===== config.mk =====
export PLATFORM = sky130hd
export DESIGN_NAME = set_mode_controller
export DESIGN_NICKNAME = d
export VERILOG_FILES = /design/src/rtl/set_mode_controller.sv
export SDC_FILE = /design/constraint.sdc
export NUM_CORES = 1
export LEC_CHECK = 0
export BUFFER_PORTS_ARGS = -buffer_cell sky130_fd_sc_hd__buf_4
export CAP_MARGIN = 20
export CORE_MARGIN = 5
export CORE_UTILIZATION = 35
export CTS_CLUSTER_DIAMETER = 100
export DETAILED_ROUTE_END_ITERATION = 8
export MAX_ROUTING_LAYER = met4
export PLACE_DENSITY = 0.5
export SLEW_MARGIN = 30
export SYNTH_ARGS = -nofsm -noshare
export SYNTH_HDL_FRONTEND = slang
export SYNTH_SLANG_ARGS = --single-unit

===== constraint.sdc =====
create_clock -name CLOCK_50 -period 6.8 [get_ports CLOCK_50]
set_input_delay 0.34 -clock CLOCK_50 [delete_from_list [all_inputs] [get_ports CLOCK_50]]
set_output_delay 0.34 -clock CLOCK_50 [all_outputs]
set_load 0.03 [all_outputs]

===== src/rtl/set_mode_controller.sv =====
// rtl/set_mode_controller.sv - set-mode FSM for a BCD clock: key sync/press detect, field loads, timeout, blink
// Optional feature macro: SET_MODE_CONTROLLER_DEBOUNCE_EN (builds the per-key debounce counters).
module set_mode_controller #(
  parameter int DEBOUNCE_CYCLES = 500000,
  parameter int TIMEOUT_CYCLES  = 500000000,
  parameter int BLINK_CYCLES    = 12500000
) (
  input  logic       CLOCK_50,
  input  logic       RESET,
  input  logic       KEY0,
  input  logic       KEY1,
  input  logic       ALARM_SEL,
  input  logic [7:0] SET_IN,
  output logic       SET_TIME,
  output logic       SET_ALARM,
  output logic [1:0] FIELD_SEL,
  output logic       LOAD_STB,
  output logic [7:0] LOAD_VAL,
  output logic       LOAD_ERR,
  output logic       DISP_SEL,
  output logic       BLINK
);

  localparam int TW = (TIMEOUT_CYCLES > 1) ? $clog2(TIMEOUT_CYCLES) : 1;
  localparam int BW = (BLINK_CYCLES > 1) ? $clog2(BLINK_CYCLES) : 1;

  typedef enum logic [2:0] {
    S_RUN    = 3'd0,
    S_T_HOUR = 3'd1,
    S_T_MIN  = 3'd2,
    S_A_HOUR = 3'd3,
    S_A_MIN  = 3'd4
  } state_t;

  // Index 0 is KEY0 (mode), index 1 is KEY1 (load). Keys are active-low.
  logic [1:0] key_raw;
  logic [1:0] sync1_q, sync2_q;
  logic [1:0] lvl_q;
  logic [1:0] press_q;

  assign key_raw = {KEY1, KEY0};

  // Two-flop synchronizer. Resets to "pressed" so a key held through reset
  // must be seen released before it can produce a press.
  always_ff @(posedge CLOCK_50 or posedge RESET) begin
    if (RESET) begin
      sync1_q <= 2'b00;
      sync2_q <= 2'b00;
    end else begin
      sync1_q <= key_raw;
      sync2_q <= sync1_q;
    end
  end

`ifdef SET_MODE_CONTROLLER_DEBOUNCE_EN
  localparam int DW = (DEBOUNCE_CYCLES > 1) ? $clog2(DEBOUNCE_CYCLES) : 1;
  logic [1:0][DW-1:0] db_cnt_q;

  // Debounce: level follows the synchronized key only after it has differed for DEBOUNCE_CYCLES cycles.
  always_ff @(posedge CLOCK_50 or posedge RESET) begin
    if (RESET) begin
      db_cnt_q <= '0;
      lvl_q    <= 2'b00;
      press_q  <= 2'b00;
    end else begin
      for (int i = 0; i < 2; i++) begin
        press_q[i] <= 1'b0;
        if (sync2_q[i] == lvl_q[i]) begin
          db_cnt_q[i] <= '0;
        end else if (db_cnt_q[i] == DW'(DEBOUNCE_CYCLES - 1)) begin
          db_cnt_q[i] <= '0;
          lvl_q[i]    <= sync2_q[i];
          press_q[i]  <= ~sync2_q[i];
        end else begin
          db_cnt_q[i] <= db_cnt_q[i] + 1'b1;
        end
      end
    end
  end
`else
  // No debounce: press is the registered falling edge of the synchronized key.
  always_ff @(posedge CLOCK_50 or posedge RESET) begin
    if (RESET) begin
      lvl_q   <= 2'b00;
      press_q <= 2'b00;
    end else begin
      lvl_q   <= sync2_q;
      press_q <= lvl_q & ~sync2_q;
    end
  end
`endif

  state_t        state_q, state_d;
  logic [TW-1:0] to_cnt_q;
  logic [BW-1:0] blink_cnt_q;
  logic          blink_q;
  logic          stb_q, stb_d, err_q, err_d;
  logic [7:0]    load_val_q, val_d;
  logic          set_time_q, set_alarm_q;
  logic [1:0]    field_q;
  logic          press0, press1, is_hour, timeout_hit;

  // Packed BCD compares like decimal once both nibbles are valid digits.
  function automatic logic bcd_ok(input logic [7:0] v, input logic [7:0] max_v);
    return (v[3:0] <= 4'd9) && (v[7:4] <= 4'd9) && (v <= max_v);
  endfunction

  assign press0      = press_q[0];
  assign press1      = press_q[1] & ~press_q[0];  // mode key wins a tie
  assign is_hour     = (state_q == S_T_HOUR) || (state_q == S_A_HOUR);
  assign timeout_hit = (state_q != S_RUN) && (to_cnt_q == TW'(TIMEOUT_CYCLES - 1));

  // Next-state and load decision.
  always_comb begin
    state_d = state_q;
    stb_d   = 1'b0;
    err_d   = 1'b0;
    val_d   = load_val_q;
    if (state_q == S_RUN) begin
      if (press0) state_d = ALARM_SEL ? S_A_HOUR : S_T_HOUR;
    end else if (timeout_hit) begin
      state_d = S_RUN;
    end else if (press0) begin
      case (state_q)
        S_T_HOUR: state_d = S_T_MIN;
        S_A_HOUR: state_d = S_A_MIN;
        default:  state_d = S_RUN;
      endcase
    end else if (press1) begin
      if (bcd_ok(SET_IN, is_hour ? 8'h23 : 8'h59)) begin
        stb_d = 1'b1;
        val_d = SET_IN;
      end else begin
        err_d = 1'b1;
      end
    end
  end

  // State and output registers; outputs decode the next state so they move with it.
  always_ff @(posedge CLOCK_50 or posedge RESET) begin
    if (RESET) begin
      state_q     <= S_RUN;
      stb_q       <= 1'b0;
      err_q       <= 1'b0;
      load_val_q  <= 8'h00;
      set_time_q  <= 1'b0;
      set_alarm_q <= 1'b0;
      field_q     <= 2'b00;
    end else begin
      state_q     <= state_d;
      stb_q       <= stb_d;
      err_q       <= err_d;
      load_val_q  <= val_d;
      set_time_q  <= (state_d == S_T_HOUR) || (state_d == S_T_MIN);
      set_alarm_q <= (state_d == S_A_HOUR) || (state_d == S_A_MIN);
      field_q     <= ((state_d == S_T_HOUR) || (state_d == S_A_HOUR)) ? 2'b01 :
                     ((state_d == S_T_MIN)  || (state_d == S_A_MIN))  ? 2'b10 : 2'b00;
    end
  end

  // Idle timeout: restarts on entry, on state change and on every press.
  always_ff @(posedge CLOCK_50 or posedge RESET) begin
    if (RESET) begin
      to_cnt_q <= '0;
    end else if ((state_d == S_RUN) || (state_d != state_q) || (press_q != 2'b00)) begin
      to_cnt_q <= '0;
    end else begin
      to_cnt_q <= to_cnt_q + 1'b1;
    end
  end

  // Blink generator: restarts low on every state change, idle in RUN.
  always_ff @(posedge CLOCK_50 or posedge RESET) begin
    if (RESET) begin
      blink_cnt_q <= '0;
      blink_q     <= 1'b0;
    end else if ((state_d == S_RUN) || (state_d != state_q)) begin
      blink_cnt_q <= '0;
      blink_q     <= 1'b0;
    end else if (blink_cnt_q == BW'(BLINK_CYCLES - 1)) begin
      blink_cnt_q <= '0;
      blink_q     <= ~blink_q;
    end else begin
      blink_cnt_q <= blink_cnt_q + 1'b1;
    end
  end

  assign SET_TIME  = set_time_q;
  assign SET_ALARM = set_alarm_q;
  assign DISP_SEL  = set_alarm_q;
  assign FIELD_SEL = field_q;
  assign LOAD_STB  = stb_q;
  assign LOAD_ERR  = err_q;
  assign LOAD_VAL  = load_val_q;
  assign BLINK     = blink_q;

endmodule


== Word level (Yosys, flattened, before mapping) ==
Index checks and enable logic that the tools add are counted.
Storage, ports and cells
  input port bits: 13
  bits in latches: 0
  word-level logic and storage cells: 75
  bits in read-only memories: 0
  memories kept: 0
  bits in registers: 79
  memory bits (writable): 0
  output and inout port bits: 16
Cells by class
  equal/unequal tests: 9
  $add $sub $neg: 2
  muxes and demuxes: 24
  shift operators: 0
  order comparisons: 3
  bitwise logic cells: 7
  $mul: 0
  reductions and logical operators: 16
  div/mod/pow operators: 0
Operators with widths (count)
  $mux 24: 2
  $add 29x1->29 const B: 1
  $eq 29x29->1 const B: 1
  $mux 29: 1
  $add 24x1->24 const B: 1
  $eq 24x24->1 const B: 1
  $mux 1: 12
  $mux 3: 4
  $eq 3x2->1 const B: 3
  $le 4x4->1 const B: 2
  $le 8x7->1: 1
  $logic_or 1x1->1: 7
  $mux 7: 1
  $eq 3x1->1 const B: 2
  $logic_not 3->1: 2
  $mux 2: 3
  $pmux 3 s2: 1
  $reduce_and 5->1: 1
  $not 1->1: 4
  $reduce_bool 2->1: 2
  $eq 3x3->1 const B: 1
  $logic_and 1x1->1: 3
  $ne 3x3->1: 1
  $reduce_bool 3->1: 1
  other kinds (3): 3

== Depth between registers and ports, before layout ==
Gate-level depths: netlist of the first run.
  depth in word-level cells: 10
  gate-level depth with buffers: 9
  mapped depth without buffers: 8

== Least setup slack after synthesis of the first run ==
No wires, ideal clock.
  path kind: reg-to-reg
  start point: reg state_q[2]
  end point: reg load_val_q[0], in the netlist LOAD_VAL[0]
  library setup time: 0.125 ns
  arrival time: 2.333 ns
  clock period less this slack: 2.458 ns
  buffers on the path: 1
  cell stages (with the launch flop): 10
  required time: 6.675 ns
  setup slack: 4.342 ns
  cells stage by stage: dfrtp_1 buf_2 nor2b_1 inv_1 ha_1 a21o_1 a21oi_1 o2111ai_1 nor3_4 mux2_4
On the way
  word-level cells in the longest chain between the ends: 6
  elaborated cells on any way between the ends: 12
  classes of those cells: order compare: 1; eq/ne: 2; mux: 1; bitwise: 2; reduce/logical: 6
RTL lines
  start, declared: line 93  | state_t state_q, state_d;
  start signal, assigned: line 150  | state_q <= state_d;
  $eq 3x1->1 or $eq 3x2->1 (tied branches): line 110  | assign is_hour = (state_q == S_T_HOUR) || (state_q == S_A_HOUR);
  $logic_or 1x1->1: line 110
  $mux 7: line 130  | if (bcd_ok(SET_IN, is_hour ? 8'h23 : 8'h59)) begin
  $le 8x7->1: line 105  | return (v[3:0] <= 4'd9) && (v[7:4] <= 4'd9) && (v <= max_v);
  $logic_and 1x1->1: line 105
  $reduce_and 5->1 (no source line) (*)
  end signal, assigned: line 153  | load_val_q <= val_d;
  end, declared: line 98  | logic [7:0] load_val_q, val_d;
Every way passes the cells marked *; elsewhere a longest branch is shown, timed or not.
A chain may end at the register's enable or synchronous reset.

== Final worst setup path of the first run ==
  start point: reg state_q[0]
  end point: reg load_val_q[4], in the netlist LOAD_VAL[4]
Same word-level chain as after synthesis.

==> results of run 1 <==
cell type report:
| type | instances | area, um^2 |
|---|---|---|
| Sequential cell | 79 | 1980 |
| Timing Repair Buffer | 29 | 221 |
| Clock buffer | 10 | 128 |
| Tap cell | 140 | 175 |
| Multi-Input combinational cell | 271 | 1730 |
| Inverter | 11 | 42.5 |
| Clock inverter | 5 | 36.3 |
| Fill cell | 1043 | 6480 |
worst max-delay path, cell delays in order (launching register included):
cell       delay [ns]
dfrtp_1          0.56
nor2b_1          0.41
inv_1            0.09
ha_1             0.32
a21o_1           0.18
a21oi_1          0.13
o2111ai_1        0.19
nor3_4           0.48
mux2_4           0.34
sequential cells by signal, summed over array words and instances, names as in the netlist, 2 cells and up:
| signal | cells |
|---|---|
| press_q | 2 |
| FIELD_SEL | 2 |
| state_q | 3 |
| lvl_q | 2 |
| sync1_q | 2 |
| to_cnt_q | 29 |
| sync2_q | 2 |
| LOAD_VAL | 8 |
| blink_cnt_q | 24 |
cell usage after synthesis (2+ instances only):
cell / n
dfrtp_1: 79
nor2_1: 68
xor2_1: 26
xnor2_1: 23
nand2_1: 22
nand3_1: 22
nand4_1: 17
inv_1: 11
nor3_1: 11
and3_1: 9
a21oi_1: 7
mux2_4: 7
nor2b_1: 6
nor4_1: 6
and4_1: 5
clkbuf_1: 5
ha_1: 5
buf_2: 3
o21ai_0: 3
or3_1: 3
or4_1: 3
a21o_1: 2
buf_4: 2
buf_6: 2
nand2b_1: 2
nor4b_1: 2
or2_2: 2
or2b_2: 2
layer usage:
metal | vias to the layer above | share of wire (%)
met5 | - | 0
met4 | 0 | 1.9
met3 | 10 | 2.4
met2 | 24 | 48
met1 | 1296 | 48
li1 | 1334 | -
worst max path at each step:
stage               start           to  slack [ns]
2_1_floorplan  state_q[2]  LOAD_VAL[0]        4.34
3_3_place_gp   state_q[0]  LOAD_VAL[2]        4.08
3_5_place_dp   state_q[0]  LOAD_VAL[0]        4.01
5_1_grt        state_q[0]  LOAD_VAL[0]        3.78
6_report       state_q[0]  LOAD_VAL[4]        3.99
4_1_cts        state_q[0]  LOAD_VAL[0]        3.99
per-stage QoR:
stage / cell area (um^2) / utilization, %
2_1_floorplan: 3820 / -
3_3_place_gp: 4140 / 38.4
3_5_place_dp: 4150 / 38.4
4_1_cts: 4310 / 39.9
5_1_grt: 4310 / 39.9
6_report: 4310 / 39.9
where the power goes:
group	leakage (nW)	total [W]	switching, W	internal (W)
combinational	0.672	0.000321	0.000194	0.000127
sequential	1.06	0.000569	0.0000473	0.000522
clock	0.0744	0.000305	0.000175	0.000130
kinds of logic after synthesis:
| family | share of synthesized area [%] |
|---|---|
| AND/OR/NAND/NOR | 25.4 |
| flip-flops | 51.7 |
| XOR/XNOR | 11.2 |
| AO/OA/AOI/OAI | 4.29 |
| buffers and inverters | 2.95 |
| multiplexers | 2.75 |
| adder cells (fa/ha/maj) | 1.64 |
==> impl_metrics.csv, run 1 <==
group,metric,value,unit
run_status,status,"finished clean",
yosys,avgSynthCellArea,10.2,um^2
grt,grt_use_total,12.9,%
pwr,p_total,0.00120,W
grt,gr-total-overflow,0,
final_layout,fin_cells,545,
timing,maxSlewViolCount,0,
grt,met2_usage,19.9,%
yosys,synth.yosys.seq_area_share,51.7,%
cts,cts-root-buf,"clkbuf_8",
grt,grt_pass1_vias,2744,
pwr,p_leak,1.81,nW
cts,tritoncts,"done",
grt,met1_usage,16.2,%
final_layout,nets,419,
setup_path,r2r_cells,8,
timing,max_freq,355,MHz
cts,clkLatencyLatePin,0.36,ns
placement,gp_congestion,0.807,
timing,final.min_clock_period,2.81,ns
timing,fin_crit_sh,41.4,%
yosys,synthArstFlopShare,100,%
cts,clk_pin_slew,0.09,ns
pwr,peakVddDrop,136,uV
timing,setup_violations,0,
setup_path,startpoint_type,"flip-flop",
final_layout,drive_gt1_share,14.8,%
placement,dpl_worst_slack,4.01,ns
cts,cts-resized-gates,0,
setup_path,critPathKind,"reg2reg",
setup_path,required,7.05,ns
yosys,synthDistinctLibCells,46,
setup_path,r2r_setup_slack,3.99,ns
grt,top_usage_layer,"met2",
setup_path,end_kind,"flip-flop",
setup_path,arrival,3.06,ns
floorplanning,start_util,35.4,%
detailed_routing,drt_iter0_drc,127,
grt,gr-usage-met3,2.59,%
setup_path,reg2reg_to,"LOAD_VAL[4]",
final_layout,diodes,0,
placement,dpl.cell_count,530,
yosys,synth_area_leader_cell,"dfrtp_1",
timing,max_slew_margin,34.1,%
floorplanning,rows,38,
grt,grt_pass1_wl,13100,um
cts,cts_hold_buf,0,
flow_run,cap_violations,0,
final_layout,area_growth,12.8,%
final_layout,final_common_cell,"dfrtp_1",
yosys,synth.area.top_cells,"dfrtp_1 (52%), nor2_1 (6.7%), xor2_1 (6.0%), xnor2_1 (5.3%), nand3_1 (2.9%)",
floorplanning,io_pins,29,
yosys,synth_edf_count,0,
detailed_routing,wire_per_inst,13.6,um
cts,cts_max_level,3,
detailed_routing,drtAntennaViolNets,0,
floorplanning,dieArea,13100,um^2
worst_hold_path,hold_depth,1,
placement,port_buffers,28,
timing,worstMarginPinSlew,0.980,ns
timing,final_hold_viol_count,0,
worst_hold_path,hold_end,"sync1_q[1]",
timing,fin_skew,0.0104,ns
timing,setup_ws,3.99,ns
cts,clk_path_buf_depth,2,
setup_path,r2r_start,"state_q[0]",
worst_hold_path,hold_path.startpoint,"KEY1",
floorplanning,core_area,10800,um^2
cts,cts_sinks,79,
yosys,ys_ff_latch,79,
grt,antenna_found_initial,0,
cts,cts_buffers,9,
yosys,yosys.area.top_type_share,51.7,%
yosys,ys_warn_count,0,
timing,rsz0062_at_grt,"false",
setup_path,crit_fanout,13,
pwr,p_per_area,277,nW/um^2
floorplanning,die_h,114,um
detailed_routing,viasPerCell,4.89,
detailed_routing,vias,2664,
detailed_routing,post-route-drc-count,0,
cts,cts_setup_buffers,0,
detailed_routing,routed_wl,7420,um
floorplanning,fp.dieW,114,um
worst_hold_path,hold_class,"in2reg",
yosys,syn_nets,391,
placement,hpwlAfterDp,4890,um
yosys,syn_area,3820,um^2
detailed_routing,firstDrtPassIters,4,
final_layout,final_cell_mix,"dfrtp_1 (79), nor2_1 (68), buf_4 (28)",
timing,tns,0,ns
grt,grt_max_degree,80,
timing,hold_slack,0.0843,ns
yosys,syn_inst,373,
yosys,synthFlopType,"dfrtp_1",
(Power assumes the default switching activity.)
==> run 2, diff against run 1 <==
--- a/config.mk
+++ b/config.mk
@@ -12,7 +12,7 @@
 export CTS_CLUSTER_DIAMETER = 100
 export DETAILED_ROUTE_END_ITERATION = 8
 export MAX_ROUTING_LAYER = met4
-export PLACE_DENSITY = 0.5
+export PLACE_DENSITY = 0.52
 export SLEW_MARGIN = 30
 export SYNTH_ARGS = -nofsm -noshare
 export SYNTH_HDL_FRONTEND = slang
==> constraint.sdc (replaced) <==
create_clock -name CLOCK_50 -period 2.55 [get_ports CLOCK_50]
set_input_delay 0.1275 -clock CLOCK_50 [delete_from_list [all_inputs] [get_ports CLOCK_50]]
set_output_delay 0.1275 -clock CLOCK_50 [all_outputs]
set_load 0.03 [all_outputs]
==> run 2 against run 1 <==
Compared with the run above:
- flip-flop and latch count is the same
- die area is the same
- final cell count grew 3.1%
- power grew to 2.8 times the previous value
- sequential share of layout area shrank 1.9 points
- routed wire length grew 2.4%
- fmax grew 23%
- critical path depth grew 1
- clock-buffer cell count shrank 1
- critical path type unchanged
- largest cell class unchanged
==> impl_metrics.csv, run 2 (synthesized netlist as in run 1, its figures left out) <==
group,metric,value,unit
setup_path,crit_buf_inv,2,
setup_path,r2r_start,"state_q[0]",
floorplanning,dieArea,13100,um^2
timing,setup_violations,0,
timing,worstMarginPinSlew,0.751,ns
final_layout,fillers,1056,
detailed_routing,post-route-drc-count,0,
timing,max_slew_margin,49.9,%
detailed_routing,drt_iter0_drc,99,
grt,grt_max_degree,44,
cts,cts_sinks,79,
setup_path,path_cells,"nor2b_1 -> buf_4 -> ha_1 -> and3_1 -> o211ai_1 -> o2111ai_1 -> nor3_4 -> buf_4 -> mux2_4",
grt,grt_pass1_vias,2715,
floorplanning,die_h,114,um
timing,rsz0062_at_grt,"false",
detailed_routing,wire_per_inst,13.5,um
flow_run,cap_violations,0,
setup_path,arrival,2.53,ns
pwr,p_leak,1.91,nW
worst_hold_path,hold_depth,2,
setup_path,critPathTopFamily,"simple AND/OR/NAND/NOR gates",
final_layout,final_common_cell,"dfrtp_1",
worst_hold_path,hold_class,"in2reg",
final_layout,drive_gt1_share,16.4,%
final_layout,regMostFlops,"to_cnt_q",
floorplanning,rows,38,
detailed_routing,viasPerCell,4.85,
pwr,p_per_area,752,nW/um^2
final_layout,final_util,41.7,%
placement,hpwlAfterDp,5210,um
setup_path,required,2.80,ns
final_layout,final_cell_mix,"dfrtp_1 (79), nor2_1 (68), buf_4 (35)",
cts,clkLatencyLatePin,0.36,ns
run_status,status,"finished clean",
floorplanning,fp.dieW,114,um
setup_path,end_kind,"flip-flop",
final_layout,nets,435,
placement,gp_congestion,0.792,
timing,final_hold_viol_count,0,
setup_path,reg2reg_to,"LOAD_VAL[2]",
setup_path,r2r_setup_slack,0.27,ns
cts,cts_setup_buffers,0,
pwr,peakVddDrop,396,uV
cts,cts_max_level,3,
detailed_routing,routed_wl,7600,um
final_layout,multi_input_area,1730,um^2
worst_hold_path,hold_path.startpoint,"SET_IN[3]",
setup_path,r2r_cells,9,
cts,tritoncts,"done",
grt,gr-total-overflow,0,
grt,grt_pass1_wl,13300,um
cts,clk_pin_slew,0.09,ns
grt,antenna_found_initial,0,
setup_path,crit_fanout,9,
final_layout,register_area,1980,um^2
setup_path,critPathSlowestCell,"dfrtp_1",
setup_path,crit_top_cell,"buf_4",
cts,cts_hold_buf,9,
detailed_routing,firstDrtPassIters,4,
final_layout,area_growth,17.8,%
timing,hold_slack,0.0260,ns
placement,port_buffers,28,
worst_hold_path,hold_end,"LOAD_VAL[3]",
grt,grt_use_total,13.1,%
timing,final.min_clock_period,2.28,ns
floorplanning,io_pins,29,
setup_path,slowest_delay,0.40,ns
cts,cts_buffers,9,
cts,clk_path_buf_depth,2,
detailed_routing,vias,2727,
timing,max_freq,438,MHz
cts,cts-resized-gates,0,
final_layout,largest_register_ffs,29,
timing,tns,0,ns
cts,cts-root-buf,"clkbuf_8",
setup_path,startpoint_type,"flip-flop",
setup_path,critPathKind,"reg2reg",
floorplanning,start_util,35.4,%
timing,fin_crit_sh,89.5,%
timing,maxSlewViolCount,0,
detailed_routing,drtAntennaViolNets,0,
floorplanning,core_area,10800,um^2
timing,fin_skew,0.00867,ns
final_layout,diodes,0,
## run 2: power by group
group	switching (W)	internal, W	leakage (nW)
Sequential	0.000100	0.00139	1.06
Combinational	0.000552	0.000382	0.749
Clock	0.000501	0.000462	0.0929
Total	0.00115	0.00224	1.91
## run 2: cell type report
type | count | area share (%)
Clock buffer | 9 | 2.75
Inverter | 11 | 0.945
Sequential cell | 79 | 43.9
Timing Repair Buffer | 45 | 8.28
Clock inverter | 7 | 1.75
Tap cell | 140 | 3.89
Multi-Input combinational cell | 271 | 38.5
## run 2: worst max path at each step
| stage | start | to | slack (ns) | depth (start not counted) |
|---|---|---|---|---|
| detailed placement | state_q[0] | LOAD_VAL[6] | 0.26 | 9 |
| global route | state_q[0] | LOAD_VAL[0] | 0.1 | 9 |
| floorplan | state_q[2] | LOAD_VAL[0] | 0.09 | 9 |
| CTS | state_q[0] | LOAD_VAL[4] | 0.23 | 9 |
| finish | state_q[0] | LOAD_VAL[2] | 0.27 | 9 |
| global placement | state_q[0] | LOAD_VAL[1] | 0.28 | 9 |
## run 2: through the flow
| stage | instances | setup slack [ns] | total power, W | cell area [um^2] |
|---|---|---|---|---|
| after detailed placement | 537 | 0.259 | 0.00246 | 4210 |
| final | 562 | 0.266 | 0.00339 | 4500 |
| after floorplan | 373 | 0.0916 | 0.00218 | 3820 |
| after global placement | 537 | 0.277 | 0.00245 | 4210 |
| after global routing | 562 | 0.0952 | 0.00361 | 4500 |
| after CTS | 562 | 0.227 | 0.00345 | 4500 |
## run 2: per-layer routing
layer  up-vias  GRT usage [%]  wire, um
met5         -              -         0
met4         0           3.80        72
met3         6           4.02       253
met2        28           20.3      3620
met1      1320           16.5      3660
li1       1373              -         -
==> run 3, diff against run 2 <==
--- a/config.mk
+++ b/config.mk
@@ -5,6 +5,7 @@
 export SDC_FILE = /design/constraint.sdc
 export NUM_CORES = 1
 export LEC_CHECK = 0
+export ABC_AREA = 1
 export BUFFER_PORTS_ARGS = -buffer_cell sky130_fd_sc_hd__buf_4
 export CAP_MARGIN = 20
 export CORE_MARGIN = 5
==> run 3 against run 2 <==
Compared with the run above:
- non-clock buffer count fell by 5
- flip-flop and latch count stayed put
- power up 20%
- utilization increased by 0.38 points
- setup slack gained 0.12 ns
- synthesized cell count up 42%
- largest power group unchanged
==> impl_metrics.csv, run 3 <==
group,metric,value,unit
run_status,status,"finished clean",
cts,clkLatencyLatePin,0.33,ns
cts,cts_max_level,3,
grt,grt_pass1_vias,3533,
worst_hold_path,hold_path.startpoint,"SET_IN[4]",
floorplanning,rows,40,
detailed_routing,wire_per_inst,13.1,um
placement,gp_congestion,0.884,
floorplanning,die_h,121,um
yosys,avgSynthCellArea,8.06,um^2
floorplanning,fp.dieW,121,um
cts,cts_buffers,9,
yosys,ys_ff_latch,79,
timing,worstMarginPinSlew,0.661,ns
pwr,p_per_area,802,nW/um^2
timing,fin_skew,0.00618,ns
yosys,syn_area,4270,um^2
setup_path,startpoint_type,"flip-flop",
setup_path,critPathKind,"reg2reg",
flow_run,cap_violations,0,
final_layout,largest_register_ffs,29,
floorplanning,dieArea,14500,um^2
placement,hpwlAfterDp,7120,um
yosys,syn_nets,548,
worst_hold_path,hold_end,"LOAD_VAL[4]",
yosys,synthDistinctLibCells,34,
grt,grt_max_degree,40,
detailed_routing,viasPerCell,4.85,
yosys,synthArstFlopShare,100,%
cts,clk_path_buf_depth,2,
floorplanning,start_util,35.6,%
timing,tns,0,ns
setup_path,end_kind,"flip-flop",
yosys,yosys.area.top_type_share,46.3,%
cts,cts-resized-gates,0,
yosys,synthFlopType,"dfrtp_1",
final_layout,nets,592,
detailed_routing,drt_iter0_drc,197,
final_layout,area_growth,18.3,%
cts,cts_sinks,79,
grt,antenna_found_initial,0,
yosys,synth_area_leader_cell,"dfrtp_1",
yosys,ys_warn_count,0,
timing,final_hold_viol_count,0,
final_layout,diodes,0,
timing,max_slew_margin,55.9,%
timing,maxSlewViolCount,0,
floorplanning,io_pins,29,
timing,rsz0062_at_grt,"false",
detailed_routing,drtAntennaViolNets,0,
final_layout,final_cell_mix,"nand2_1 (103), nor2_1 (90), dfrtp_1 (79)",
final_layout,drive_gt1_share,16.2,%
timing,hold_slack,0.0154,ns
pwr,peakVddDrop,411,uV
detailed_routing,routed_wl,9520,um
cts,clk_pin_slew,0.06,ns
setup_path,crit_fanout,9,
yosys,synth.area.top_cells,"dfrtp_1 (46%), nand2_1 (9.0%), nor2_1 (7.9%), inv_1 (5.6%), xor2_1 (4.5%)",
worst_hold_path,hold_class,"in2reg",
setup_path,arrival,2.43,ns
final_layout,regMostFlops,"to_cnt_q",
setup_path,r2r_setup_slack,0.39,ns
cts,tritoncts,"done",
setup_path,required,2.82,ns
grt,grt_pass1_wl,16500,um
worst_hold_path,hold_depth,3,
detailed_routing,post-route-drc-count,0,
grt,gr-total-overflow,0,
detailed_routing,vias,3523,
yosys,syn_inst,530,
placement,port_buffers,28,
floorplanning,core_area,12000,um^2
yosys,synth.most_common_cell,"nand2_1",
cts,cts-root-buf,"clkbuf_16",
pwr,p_leak,2.12,nW
yosys,synth_edf_count,0,
grt,grt_use_total,14.5,%
final_layout,final_common_cell,"nand2_1",
setup_path,r2r_start,"state_q[2]",
timing,fin_crit_sh,84.8,%
yosys,synth_commonest_cells,"nand2_1 (103), nor2_1 (90), dfrtp_1 (79), inv_1 (64), nand3_1 (28)",
setup_path,reg2reg_to,"LOAD_VAL[0]",
timing,setup_violations,0,
detailed_routing,firstDrtPassIters,4,
setup_path,r2r_cells,10,
timing,final.min_clock_period,2.16,ns
timing,max_freq,463,MHz
yosys,synth.yosys.seq_area_share,46.3,%
-- run 3: area by class of cell --
type | count | area, um^2
clock buffer | 10 | 239
tap | 147 | 184
multi-input combinational | 374 | 1980
clock inverter | 6 | 92.6
inverter | 70 | 264
sequential | 79 | 1980
fill | 1208 | 6960
timing repair buffer | 40 | 323
-- run 3: logic make-up (layout without fill, tap and decap cells) --
family	after synthesis	in the layout	synth area share [%]
flops	79	79	46.3
xor+xnor	30	30	6.15
fa+ha+maj	5	5	1.46
buf+inv	77	126	7.49
simple gates	308	308	34.5
compound gates	31	31	4.16
-- run 3: worst max-delay path by stage --
stage                               from         endpoint  slack [ns]
final                         state_q[2]      LOAD_VAL[0]        0.39
after global placement       to_cnt_q[0]  blink_cnt_q[23]        0.40
after global routing      blink_cnt_q[0]  blink_cnt_q[16]        0.06
after detailed placement     to_cnt_q[0]  blink_cnt_q[16]        0.37
after floorplan                    RESET            BLINK        0.40
after CTS                    to_cnt_q[0]   blink_cnt_q[9]        0.34
-- run 3: what timing repair did --
| action | CTS | global route |
|---|---|---|
| endpoints found under the hold margin | 40 | 0 |
| hold buffers | 4 | 0 |
| setup endpoints to repair | 0 | 0 |
| buffers inserted | 0 | 0 |
-- run 3: critical path: stages (launching register included) --
cell	delay [ns]
dfrtp_1	0.42
nor2_2	0.27
inv_2	0.08
ha_1	0.31
a21oi_1	0.15
nor2_1	0.05
o21ai_0	0.20
nand2_1	0.12
nor2_2	0.31
nand2_1	0.10
nand2_1	0.08
-- run 3: metrics by stage --
stage / utilization, % / cell area [um^2] / total power, W / setup slack (ns) / cells
5_1_grt: 42.1 / 5060 / 0.00432 / 0.0569 / 726
2_1_floorplan: - / 4270 / 0.00237 / 0.399 / 530
6_report: 42.1 / 5060 / 0.00406 / 0.388 / 726
3_5_place_dp: 39.0 / 4680 / 0.00269 / 0.367 / 706
4_1_cts: 42.1 / 5060 / 0.00413 / 0.343 / 726
3_3_place_gp: 39.0 / 4680 / 0.00268 / 0.401 / 706
-- run 3: power breakdown --
group | internal (W) | switching (W) | total, W | leakage [nW]
Clock | 0.000888 | 0.000515 | 0.00140 | 0.155
Combinational | 0.000362 | 0.000828 | 0.00119 | 0.899
Sequential | 0.00138 | 0.0000787 | 0.00146 | 1.07
-- run 3: metal layers --
| metal | vias to the layer above | GRT usage (%) | routed length (um) | share of wire (%) |
|---|---|---|---|---|
| li1 | 1792 | - | - | - |
| met4 | 0 | 4.25 | 193 | 2.0 |
| met5 | - | - | 0 | 0 |
| met1 | 1657 | 17.3 | 4390 | 46 |
| met2 | 57 | 24.0 | 4620 | 49 |
| met3 | 17 | 4.16 | 315 | 3.3 |
